--- src/rtl/mcode_pkg.sv ---
// Shared types and constants for the microcode sequencer and its program store.
package mcode_pkg;

  localparam int unsigned DEPTH = 16;
  localparam int unsigned AW    = 4;
  localparam int unsigned MCW   = 14;
  localparam int unsigned LCW   = 8;
  localparam int unsigned IW    = 2 + AW + MCW;

  // Machine code field positions as seen by the register-file datapath.
  localparam int unsigned RFSRC      = 13;
  localparam int unsigned RADDR1_MSB = 12;
  localparam int unsigned RADDR1_LSB = 10;
  localparam int unsigned RADDR2_MSB = 9;
  localparam int unsigned RADDR2_LSB = 7;
  localparam int unsigned WADDR_MSB  = 6;
  localparam int unsigned WADDR_LSB  = 4;
  localparam int unsigned WREN       = 3;
  localparam int unsigned ALUOP_MSB  = 2;
  localparam int unsigned ALUOP_LSB  = 1;
  localparam int unsigned OUTLOAD    = 0;

  typedef enum logic [1:0] {
    OP_SEQ  = 2'b00,
    OP_JMP  = 2'b01,
    OP_JNZ  = 2'b10,
    OP_HALT = 2'b11
  } op_e;

  typedef enum logic [1:0] {
    S_IDLE = 2'b00,
    S_RUN  = 2'b01,
    S_DONE = 2'b10
  } state_e;

  typedef struct packed {
    op_e             op;
    logic [AW-1:0]   target;
    logic [MCW-1:0]  mc;
  } prog_word_t;

endpackage

--- src/rtl/mcode_rom_rf.sv ---
// Writable program store: DEPTH x IW flop array, synchronous write, asynchronous read.
// Contents are deliberately not reset; the program survives a sequencer reset.
module mcode_rom_rf
  import mcode_pkg::*;
(
  input  logic          clk,
  input  logic          we_i,
  input  logic [AW-1:0] waddr_i,
  input  logic [IW-1:0] wdata_i,
  input  logic [AW-1:0] raddr_i,
  output logic [IW-1:0] rdata_o
);

  logic [IW-1:0] mem_q [DEPTH];

  // Write port: one word per clock when enabled.
  always_ff @(posedge clk) begin
    if (we_i) begin
      mem_q[waddr_i] <= wdata_i;
    end
  end

  assign rdata_o = mem_q[raddr_i];

endmodule

--- src/rtl/mcode_sequencer.sv ---
// Microcode sequencer: steps a writable microprogram and drives the register-file datapath
// with one machine code word per cycle, with jump, counted loop and halt support.
module mcode_sequencer
  import mcode_pkg::*;
(
  input  logic           clk,
  input  logic           reset,
  input  logic           prog_we,
  input  logic [AW-1:0]  prog_addr,
  input  logic [IW-1:0]  prog_data,
  input  logic           start,
  input  logic [LCW-1:0] loop_count,
  output logic [MCW-1:0] machine_code,
  output logic           busy,
  output logic           done,
  output logic [AW-1:0]  pc
);

  state_e         state_q, state_d;
  logic [AW-1:0]  pc_q, pc_d;
  logic [LCW-1:0] lc_q, lc_d;

  logic [IW-1:0]  rom_rdata;
  prog_word_t     cur_word;
  logic           rom_we;

  // Writes arriving while the program runs are dropped so the running code never changes.
  assign rom_we = prog_we && (state_q != S_RUN);

  mcode_rom_rf u_rom (
    .clk     (clk),
    .we_i    (rom_we),
    .waddr_i (prog_addr),
    .wdata_i (prog_data),
    .raddr_i (pc_q),
    .rdata_o (rom_rdata)
  );

  assign cur_word = prog_word_t'(rom_rdata);
  assign pc       = pc_q;

  // State, program counter and loop counter registers.
  always_ff @(posedge clk or posedge reset) begin
    if (reset) begin
      state_q <= S_IDLE;
      pc_q    <= '0;
      lc_q    <= '0;
    end else begin
      state_q <= state_d;
      pc_q    <= pc_d;
      lc_q    <= lc_d;
    end
  end

  // Next-state: launch on start from IDLE, execute the current word's opcode in RUN.
  always_comb begin
    state_d = state_q;
    pc_d    = pc_q;
    lc_d    = lc_q;
    case (state_q)
      S_IDLE: begin
        if (start) begin
          state_d = S_RUN;
          pc_d    = '0;
          lc_d    = loop_count;
        end
      end
      S_RUN: begin
        unique case (cur_word.op)
          OP_SEQ: pc_d = pc_q + AW'(1);  // DEPTH is a power of two, so this wraps
          OP_JMP: pc_d = cur_word.target;
          OP_JNZ: begin
            // lc only decrements when non-zero, so it cannot underflow.
            if (lc_q != '0) begin
              lc_d = lc_q - LCW'(1);
              pc_d = cur_word.target;
            end else begin
              pc_d = pc_q + AW'(1);
            end
          end
          OP_HALT: state_d = S_DONE;
        endcase
      end
      S_DONE:  state_d = S_IDLE;
      default: state_d = S_IDLE;
    endcase
  end

  // Outputs: datapath sees a NOP (all zeros) whenever the program is not running.
  always_comb begin
    busy         = (state_q == S_RUN);
    done         = (state_q == S_DONE);
    machine_code = busy ? cur_word.mc : '0;
  end

endmodule

--- config.mk ---
export PLATFORM = sky130hd
export DESIGN_NAME = mcode_sequencer
export DESIGN_NICKNAME = d
export VERILOG_FILES = /design/src/rtl/mcode_pkg.sv /design/src/rtl/mcode_rom_rf.sv /design/src/rtl/mcode_sequencer.sv
export SDC_FILE = /design/constraint.sdc
export NUM_CORES = 1
export LEC_CHECK = 0
export ABC_AREA = 1
export CELL_PAD_IN_SITES_DETAIL_PLACEMENT = 0
export CELL_PAD_IN_SITES_GLOBAL_PLACEMENT = 1
export CORE_MARGIN = 2
export CORE_UTILIZATION = 40
export CTS_CLUSTER_DIAMETER = 50
export DETAILED_ROUTE_END_ITERATION = 6
export PLACE_DENSITY_LB_ADDON = 0.15
export SLEW_MARGIN = 20
export SYNTH_ARGS = -nofsm -noshare
export SYNTH_HDL_FRONTEND = slang
export SYNTH_SLANG_ARGS = --single-unit
--- constraint.sdc ---
create_clock -name clk -period 2.9 [get_ports clk]
set_input_delay 0.87 -clock clk [delete_from_list [all_inputs] [get_ports clk]]
set_output_delay 0.87 -clock clk [all_outputs]
set_load 0.05 [all_outputs]
Word level (Yosys, flattened, before mapping)

Memory sizes are Yosys's and may differ from the RTL's.
Cells that the tools add are included.

Register bits: 14
Bits in latches: 0
RAM bits: 320
Bits in read-only memories: 0
Bits of input ports: 36
Output and inout bits: 20
Memories kept: 1

Memory list:

| name        | depth | bits a word | read ports | clocked after memory_dff | write ports | RTL line           | text |
|---|---|---|---|---|---|---|---|
| u_rom.mem_q | 16    | 20          | 1          | 0                        | 1           | mcode_rom_rf.sv:14 | `logic [IW-1:0] mem_q [DEPTH];` |

Add/sub/neg operators: 2
Multiply operators: 0
Divide/modulo/power cells: 0
Magnitude comparators: 0
Equal/unequal tests: 11
Shift-type cells: 0
Muxes and demuxes: 14
Bitwise logic cells: 0
Reduce and logical (&&, ||, !) cells: 8

Operators by type and width:

| cell                  | count |
|---|---|
| $mux W8               | 3 |
| $pmux W8 S2           | 1 |
| $mux W14              | 1 |
| $pmux W4 S3           | 1 |
| $mux W4               | 2 |
| $ne A2 B1 Y1 const B  | 4 |
| $pmux W4 S2           | 1 |
| $reduce_bool A8 Y1    | 1 |
| $sub A8 B1 Y8 const B | 1 |
| $eq A2 B2 Y1 const B  | 3 |
| $add A4 B1 Y4 const B | 1 |
| $eq A2 B1 Y1 const B  | 2 |
| $logic_not A2 Y1      | 2 |
| $mux W2               | 2 |
| $ne A4 B1 Y1 const B  | 1 |
| $pmux W2 S2           | 1 |
| $reduce_and A4 Y1     | 1 |
| $reduce_and A3 Y1     | 1 |
| $mux W1               | 2 |
| $ne A2 B2 Y1 const B  | 1 |
| $reduce_and A2 Y1     | 1 |
| $reduce_bool A2 Y1    | 1 |
| $logic_and A1 B1 Y1   | 1 |

Logic depth before layout (Yosys ltp)

Word-level depth: 4
Gate-level depth with buffers: 17

Modules after synthesis

A second synthesis with hierarchy kept.

Cells, all modules: 1504
Area total of the unflattened synthesis: 15006.9 um^2

By module, submodules not included:

| module          | times used | cells each | area an instance (um^2) |
|---|---|---|---|
| mcode_rom_rf    | 1          | 1316       | 13792.0 |
| mcode_sequencer | 1          | 188        | 1214.9 |

Worst setup path before layout

Ideal clock, no wire load.

Path kind: register to output
Start point: reg pc_q[1], in the netlist pc[1]
End point: out machine_code[12]
Data arrival time: 2291 ps
Data required time: 2030 ps
Slack: -261 ps
Cell stages (with the launch flop): 7
Cell sequence: dfrtp_1 -> buf_4 -> clkbuf_1 -> o21ai_0 -> o221ai_1 -> nand3_1 -> a21oi_1

Longest elaborated chain between the ends: 2

Ends and longest elaborated chain:

| element                | RTL line              | text |
|---|---|---|
| start, declared        | mcode_sequencer.sv:20 | `logic [AW-1:0] pc_q, pc_d;` |
| start signal, assigned | mcode_sequencer.sv:50 | `pc_q <= pc_d;` |
| $mem_v2 Z16 W20        | -                     |  |
| $mux W14               | mcode_sequencer.sv:93 | `machine_code = busy ? cur_word.mc : '0;` |
| end, declared          | mcode_sequencer.sv:13 | `output logic [MCW-1:0] machine_code,` |

Every way passes these cells.

Worst setup path after layout

Start point: reg pc_q[0], in the netlist pc[0]
End point: out machine_code[11]

The elaborated chain is that of the path after synthesis.

==> flow_summary.html <==
<table>
<tr><th>Metric</th><th>Value</th></tr>
<tr><th colspan="2">Power and ir drop</th></tr>
<tr><td>Cell area power density</td><td>about 960 nW/um^2</td></tr>
<tr><td>Total leakage power</td><td>6.324 nW</td></tr>
<tr><td>Maximum VDD drop</td><td>623.2 uV</td></tr>
<tr><td>Total Power</td><td>~0.017 W</td></tr>
<tr><th colspan="2">Yosys</th></tr>
<tr><td>Biggest area contributors in the synthesized netlist</td><td>sky130_fd_sc_hd__edfxtp_1 (70%), sky130_fd_sc_hd__nor2_1 (5.0%), sky130_fd_sc_hd__o21ai_0 (4.5%)</td></tr>
<tr><td>Average cell area after synthesis</td><td>~12 sq um</td></tr>
<tr><td>Share of Yosys cell area claimed by the top area cell type</td><td>69.74%</td></tr>
<tr><td>Mapped Area</td><td>around 14,000 sq um</td></tr>
<tr><td>Part of the Yosys area used for sequential elements</td><td>72.28%</td></tr>
<tr><td>Top cell type by total area after synthesis</td><td>sky130_fd_sc_hd__edfxtp_1</td></tr>
<tr><td>Unique masters post-synth</td><td>30</td></tr>
<tr><td>Syn nets</td><td>1,170</td></tr>
<tr><td>Syn Inst Count</td><td>~1,100</td></tr>
<tr><td>FF+latch count, synth</td><td>334</td></tr>
<tr><td>Yosys warning total</td><td>0</td></tr>
<tr><th colspan="2">Floorplan</th></tr>
<tr><td>Die Y</td><td>between 150 and 200 um</td></tr>
<tr><td>Ports placed on the boundary</td><td>56</td></tr>
<tr><td>CORE AREA</td><td>~34,000 sq um</td></tr>
<tr><td>Overall die area</td><td>35,950 sq um</td></tr>
<tr><td># rows</td><td>67</td></tr>
<tr><td>Horizontal die dimension</td><td>189.6 um</td></tr>
<tr><td>Initial Util</td><td>between 40% and 50%</td></tr>
<tr><th colspan="2">Setup path</th></tr>
<tr><td>Reg2reg path depth</td><td>13</td></tr>
<tr><td>Setup crit start</td><td>pc[0]</td></tr>
<tr><td>Gate family responsible for the most delay along the worst path</td><td>buffers and inverters</td></tr>
<tr><td>Worst endpoint required time</td><td>2.03 ns</td></tr>
<tr><td>RR Endpoint</td><td>pc[2]</td></tr>
<tr><td>Startpoint type of the worst setup path</td><td>flip-flop</td></tr>
<tr><td>Arrival time worst endpoint</td><td>roughly 2.3 ns</td></tr>
<tr><td>Critical Path Slowest Stage Cell</td><td>sky130_fd_sc_hd__dfrtp_4</td></tr>
<tr><td>Delay contributed by the slowest stage of the critical path</td><td>about 0.54 ns</td></tr>
<tr><td>Library cell appearing most often on the critical path</td><td>sky130_fd_sc_hd__buf_12</td></tr>
<tr><td>Launch instance of the worst register-to-register path</td><td>pc[0]</td></tr>
<tr><td>Internal reg-to-reg setup slack</td><td>approximately 0.14 ns</td></tr>
<tr><td>Cell chain of the critical path</td><td>buf_12 -&gt; buf_4 -&gt; clkbuf_16 -&gt; nor2_1 -&gt; o22ai_1 -&gt; o211ai_1 -&gt; a21oi_2 -&gt; buf_12</td></tr>
<tr><td>Startpoint-to-endpoint class of the critical path</td><td>reg2out</td></tr>
<tr><td>Number of buffers and inverters on the critical path</td><td>4</td></tr>
<tr><td>Critical path fanouts, max</td><td>21</td></tr>
<tr><td>Crit path capture type</td><td>primary output</td></tr>
<tr><th colspan="2">Drt</th></tr>
<tr><td>Post-DRT Antenna Nets</td><td>0</td></tr>
<tr><td>Initial DRC Count</td><td>841</td></tr>
<tr><td>Vias per Instance</td><td>5.328</td></tr>
<tr><td>Total wire length after detailed routing</td><td>39,230 um</td></tr>
<tr><td>Vias</td><td>9,287</td></tr>
<tr><td>DRT Pass-1 Iters</td><td>5</td></tr>
<tr><td>DRC violation count after routing</td><td>0</td></tr>
<tr><td>Detailed-route wire length per cell</td><td>22.51 um</td></tr>
<tr><th colspan="2">Cells and area</th></tr>
<tr><td>Number of inserted filler cells in the final layout</td><td>approximately 2,900</td></tr>
<tr><td>Final Net Count</td><td>1,307</td></tr>
<tr><td>Total area of multi-input combinational cells</td><td>3442 sq um</td></tr>
<tr><td>Area added between synthesis and finish</td><td>28.62%</td></tr>
<tr><td>Footprint of the flip-flops and latches</td><td>~10000 sq um</td></tr>
<tr><td>Layout cells sized above 1</td><td>between 10% and 20%</td></tr>
<tr><td>Total inserted antenna cells</td><td>0</td></tr>
<tr><th colspan="2">Min path</th></tr>
<tr><td>Worst-case hold path end point</td><td>lc_q[6]</td></tr>
<tr><td>Source of the worst hold timing path</td><td>lc_q[6]</td></tr>
<tr><td>Hold Crit Depth</td><td>2</td></tr>
<tr><td>Worst min-delay path category</td><td>reg2reg</td></tr>
<tr><th colspan="2">Placement</th></tr>
<tr><td>Routability Congestion</td><td>~0.76</td></tr>
<tr><td>Number of buffers added on ports</td><td>55</td></tr>
<tr><td>Post-place setup slack</td><td>between 0.1 and 0.15 ns</td></tr>
<tr><td>Half-perimeter wire length after placement</td><td>between 20,000 and 25,000 um</td></tr>
<tr><th colspan="2">STA</th></tr>
<tr><td>Transition at the pin with the smallest max-transition slack</td><td>0.7631 ns</td></tr>
<tr><td>Final count of hold timing violations</td><td>0</td></tr>
<tr><td>Period utilization</td><td>110.5%</td></tr>
<tr><td>Worst path setup slack after routing</td><td>-0.3054 ns</td></tr>
<tr><td>Top achievable clock speed</td><td>312.0 MHz</td></tr>
<tr><td>Final setup fails</td><td>14</td></tr>
<tr><td>Minimum clock period after layout</td><td>about 3.2 ns</td></tr>
<tr><td>Max transition margin</td><td>around 50%</td></tr>
<tr><td>Final setup skew</td><td>about 0.023 ns</td></tr>
<tr><td>Unrepaired setup endpoints after global routing</td><td>true</td></tr>
<tr><td>Final slew viol count</td><td>0</td></tr>
<tr><th colspan="2">CTS</th></tr>
<tr><td>Clock Sink Count</td><td>334</td></tr>
<tr><td>H-Tree Depth</td><td>2</td></tr>
<tr><td>Reg clk slew, reported paths</td><td>0.06 ns</td></tr>
<tr><td>Clock tree from TritonCTS</td><td>built</td></tr>
<tr><td>Buffer levels on the longest clock path</td><td>3</td></tr>
<tr><td>Clock latency of the later-clocked register in the worst-skew pair</td><td>0.54 ns</td></tr>
<tr><td>Cts-stage hold buffer count</td><td>0</td></tr>
<tr><td>Total CTS buffers</td><td>40</td></tr>
<tr><td>Clk root buf</td><td>sky130_fd_sc_hd__clkbuf_16</td></tr>
<tr><th colspan="2">Global route</th></tr>
<tr><td>Global-route wire length before repair</td><td>roughly 57,000 um</td></tr>
<tr><td>Global route overflow</td><td>0</td></tr>
<tr><td>Number of global-route vias before repair</td><td>approximately 9,000</td></tr>
<tr><td>Antenna violations before repair</td><td>0</td></tr>
<tr><td>Largest net degree at the start of global routing</td><td>43</td></tr>
<tr><td>Overall routing resource usage</td><td>about 22%</td></tr>
<tr><th colspan="2">Run</th></tr>
<tr><td>Max-cap violations</td><td>0</td></tr>
<tr><th colspan="2">Run status</th></tr>
<tr><td>Run status</td><td>finished, violations left</td></tr>
<tr><td>Violations in the final reports</td><td>setup timing</td></tr>
</table>
==> logic make-up after synthesis <==
family,count (synthesis),share of synthesized area (%)
simple gates,401,11.92
flops,334,72.28
buf+inv,139,4.640
xor+xnor,3,0.1907
fa+ha+maj,6,0.5448
compound gates,245,10.42
==> sequential cells by signal, indices dropped and copies added (netlist names) <==
register,flops
lc_q,8
pc,4
state_q,2
u_rom.mem_q,320
==> where the power goes <==
| part | total [W] | internal, W | switching (W) |
|---|---|---|---|
| Clock | 0.00479 | 0.00283 | 0.00197 |
| Combinational | 0.00670 | 0.00271 | 0.00399 |
| Sequential | 0.00559 | 0.00548 | 0.000106 |
| Total | 0.0171 | 0.0110 | 0.00606 |
==> per-stage QoR <==
stage                     hold WS [ns]  TNS (ns)  cell area (sq um)  std cells  utilization [%]
after detailed placement        0.4815         0              15600       1638            46.30
after CTS                       0.4932    -3.966              17510       1736            51.96
after global placement          0.4953         0              15600       1638            46.30
final                           0.4989    -3.836              17720       1743            52.59
after floorplan                 0.4535         0              13830       1128                -
after global routing            0.5312    -5.268              17720       1743            52.59
==> worst max path at each step <==
stage               depth (start not counted)               end  slack, ns
finish                                      8  machine_code[11]      -0.31
global route                               11   machine_code[4]      -0.45
CTS                                        10  machine_code[11]      -0.32
detailed placement                          6  machine_code[13]       0.12
global placement                           15             pc[1]       0.11
floorplan                                   9   machine_code[7]      0.006
==> placed cells by master (no fill, tap or decap), types with 3 or more instances in the layout <==
| master | n |
|---|---|
| sky130_fd_sc_hd__edfxtp_1 | 320 |
| sky130_fd_sc_hd__nor2_1 | 154 |
| sky130_fd_sc_hd__nand2_1 | 123 |
| sky130_fd_sc_hd__o21ai_0 | 94 |
| sky130_fd_sc_hd__nand3_1 | 73 |
| sky130_fd_sc_hd__inv_1 | 67 |
| sky130_fd_sc_hd__buf_4 | 58 |
| sky130_fd_sc_hd__o21ai_1 | 46 |
| sky130_fd_sc_hd__buf_12 | 45 |
| sky130_fd_sc_hd__clkbuf_16 | 44 |
| sky130_fd_sc_hd__o211ai_1 | 43 |
| sky130_fd_sc_hd__clkdlybuf4s50_1 | 36 |
| sky130_fd_sc_hd__nor2_2 | 24 |
| sky130_fd_sc_hd__o22ai_1 | 18 |
| sky130_fd_sc_hd__a21oi_2 | 13 |
| sky130_fd_sc_hd__or2_1 | 11 |
| sky130_fd_sc_hd__o221ai_1 | 11 |
| sky130_fd_sc_hd__dfrtp_1 | 11 |
| sky130_fd_sc_hd__o21ai_2 | 9 |
| sky130_fd_sc_hd__nor2_4 | 7 |
| sky130_fd_sc_hd__clkbuf_1 | 7 |
| sky130_fd_sc_hd__clkinv_1 | 7 |
| sky130_fd_sc_hd__clkinv_2 | 6 |
| sky130_fd_sc_hd__buf_16 | 6 |
| sky130_fd_sc_hd__ha_1 | 5 |
| sky130_fd_sc_hd__buf_6 | 5 |
| sky130_fd_sc_hd__clkinvlp_4 | 4 |
| sky130_fd_sc_hd__bufbuf_16 | 4 |
| sky130_fd_sc_hd__nand2_2 | 3 |
| sky130_fd_sc_hd__o221ai_2 | 3 |
| sky130_fd_sc_hd__clkinv_8 | 3 |
| sky130_fd_sc_hd__bufinv_16 | 3 |
==> worst reg2reg max path: cells and delay by family (launching register included) <==
family / cells / cell delay, ns
DFF: 1 / 0.54
buffers and inverters: 3 / 0.53
and+or+nand+nor: 6 / 0.67
adders and majority gates: 1 / 0.22
AOI/OAI and AO/OA: 3 / 0.69
==> synthesized netlist by cell type <==
cell type,n
sky130_fd_sc_hd__a21oi_1,17
sky130_fd_sc_hd__buf_1,4
sky130_fd_sc_hd__buf_2,26
sky130_fd_sc_hd__buf_4,7
sky130_fd_sc_hd__buf_6,6
sky130_fd_sc_hd__buf_8,1
sky130_fd_sc_hd__clkbuf_1,22
sky130_fd_sc_hd__clkbuf_2,2
sky130_fd_sc_hd__dfrtp_1,14
sky130_fd_sc_hd__edfxtp_1,320
sky130_fd_sc_hd__ha_1,6
sky130_fd_sc_hd__inv_1,67
sky130_fd_sc_hd__inv_2,4
sky130_fd_sc_hd__nand2_1,126
sky130_fd_sc_hd__nand3_1,75
sky130_fd_sc_hd__nand4_1,2
sky130_fd_sc_hd__nor2_1,184
sky130_fd_sc_hd__nor2_4,1
sky130_fd_sc_hd__nor3_1,1
sky130_fd_sc_hd__o211ai_1,43
sky130_fd_sc_hd__o21ai_0,124
sky130_fd_sc_hd__o21ai_1,25
sky130_fd_sc_hd__o21bai_1,1
sky130_fd_sc_hd__o221ai_1,14
sky130_fd_sc_hd__o22ai_1,20
sky130_fd_sc_hd__o41ai_4,1
sky130_fd_sc_hd__or2_1,11
sky130_fd_sc_hd__or2_2,1
sky130_fd_sc_hd__xnor2_1,1
sky130_fd_sc_hd__xor2_1,2
==> area by class of cell <==
| type | count | area share [%] |
|---|---|---|
| Clock buffer | 47 | 5.796 |
| Clock inverter | 25 | 1.377 |
| Inverter | 71 | 1.560 |
| Multi-Input combinational cell | 655 | 19.42 |
| Sequential cell | 334 | 56.23 |
| Tap cell | 448 | 3.163 |
| Timing Repair Buffer | 162 | 12.41 |
| Timing Repair inverter | 1 | 0.04236 |
==> layer usage <==
layer  routed length, um  track usage (%)  vias to the layer above
li1                    -                -                     4332
met1               17460            30.93                     4620
met2               18770            35.56                      289
met3                2409            3.339                       46
met4                 594            4.562                        0
met5                   0                0                        -
==> what timing repair did <==
item	in CTS	in global routing
resized for setup	64	35
setup buffers	16	4
pin swaps	34	24
endpoints found under the setup margin	15	27
gates cloned	10	5
endpoints found under the hold margin	0	0
(Power assumes the default switching activity.)
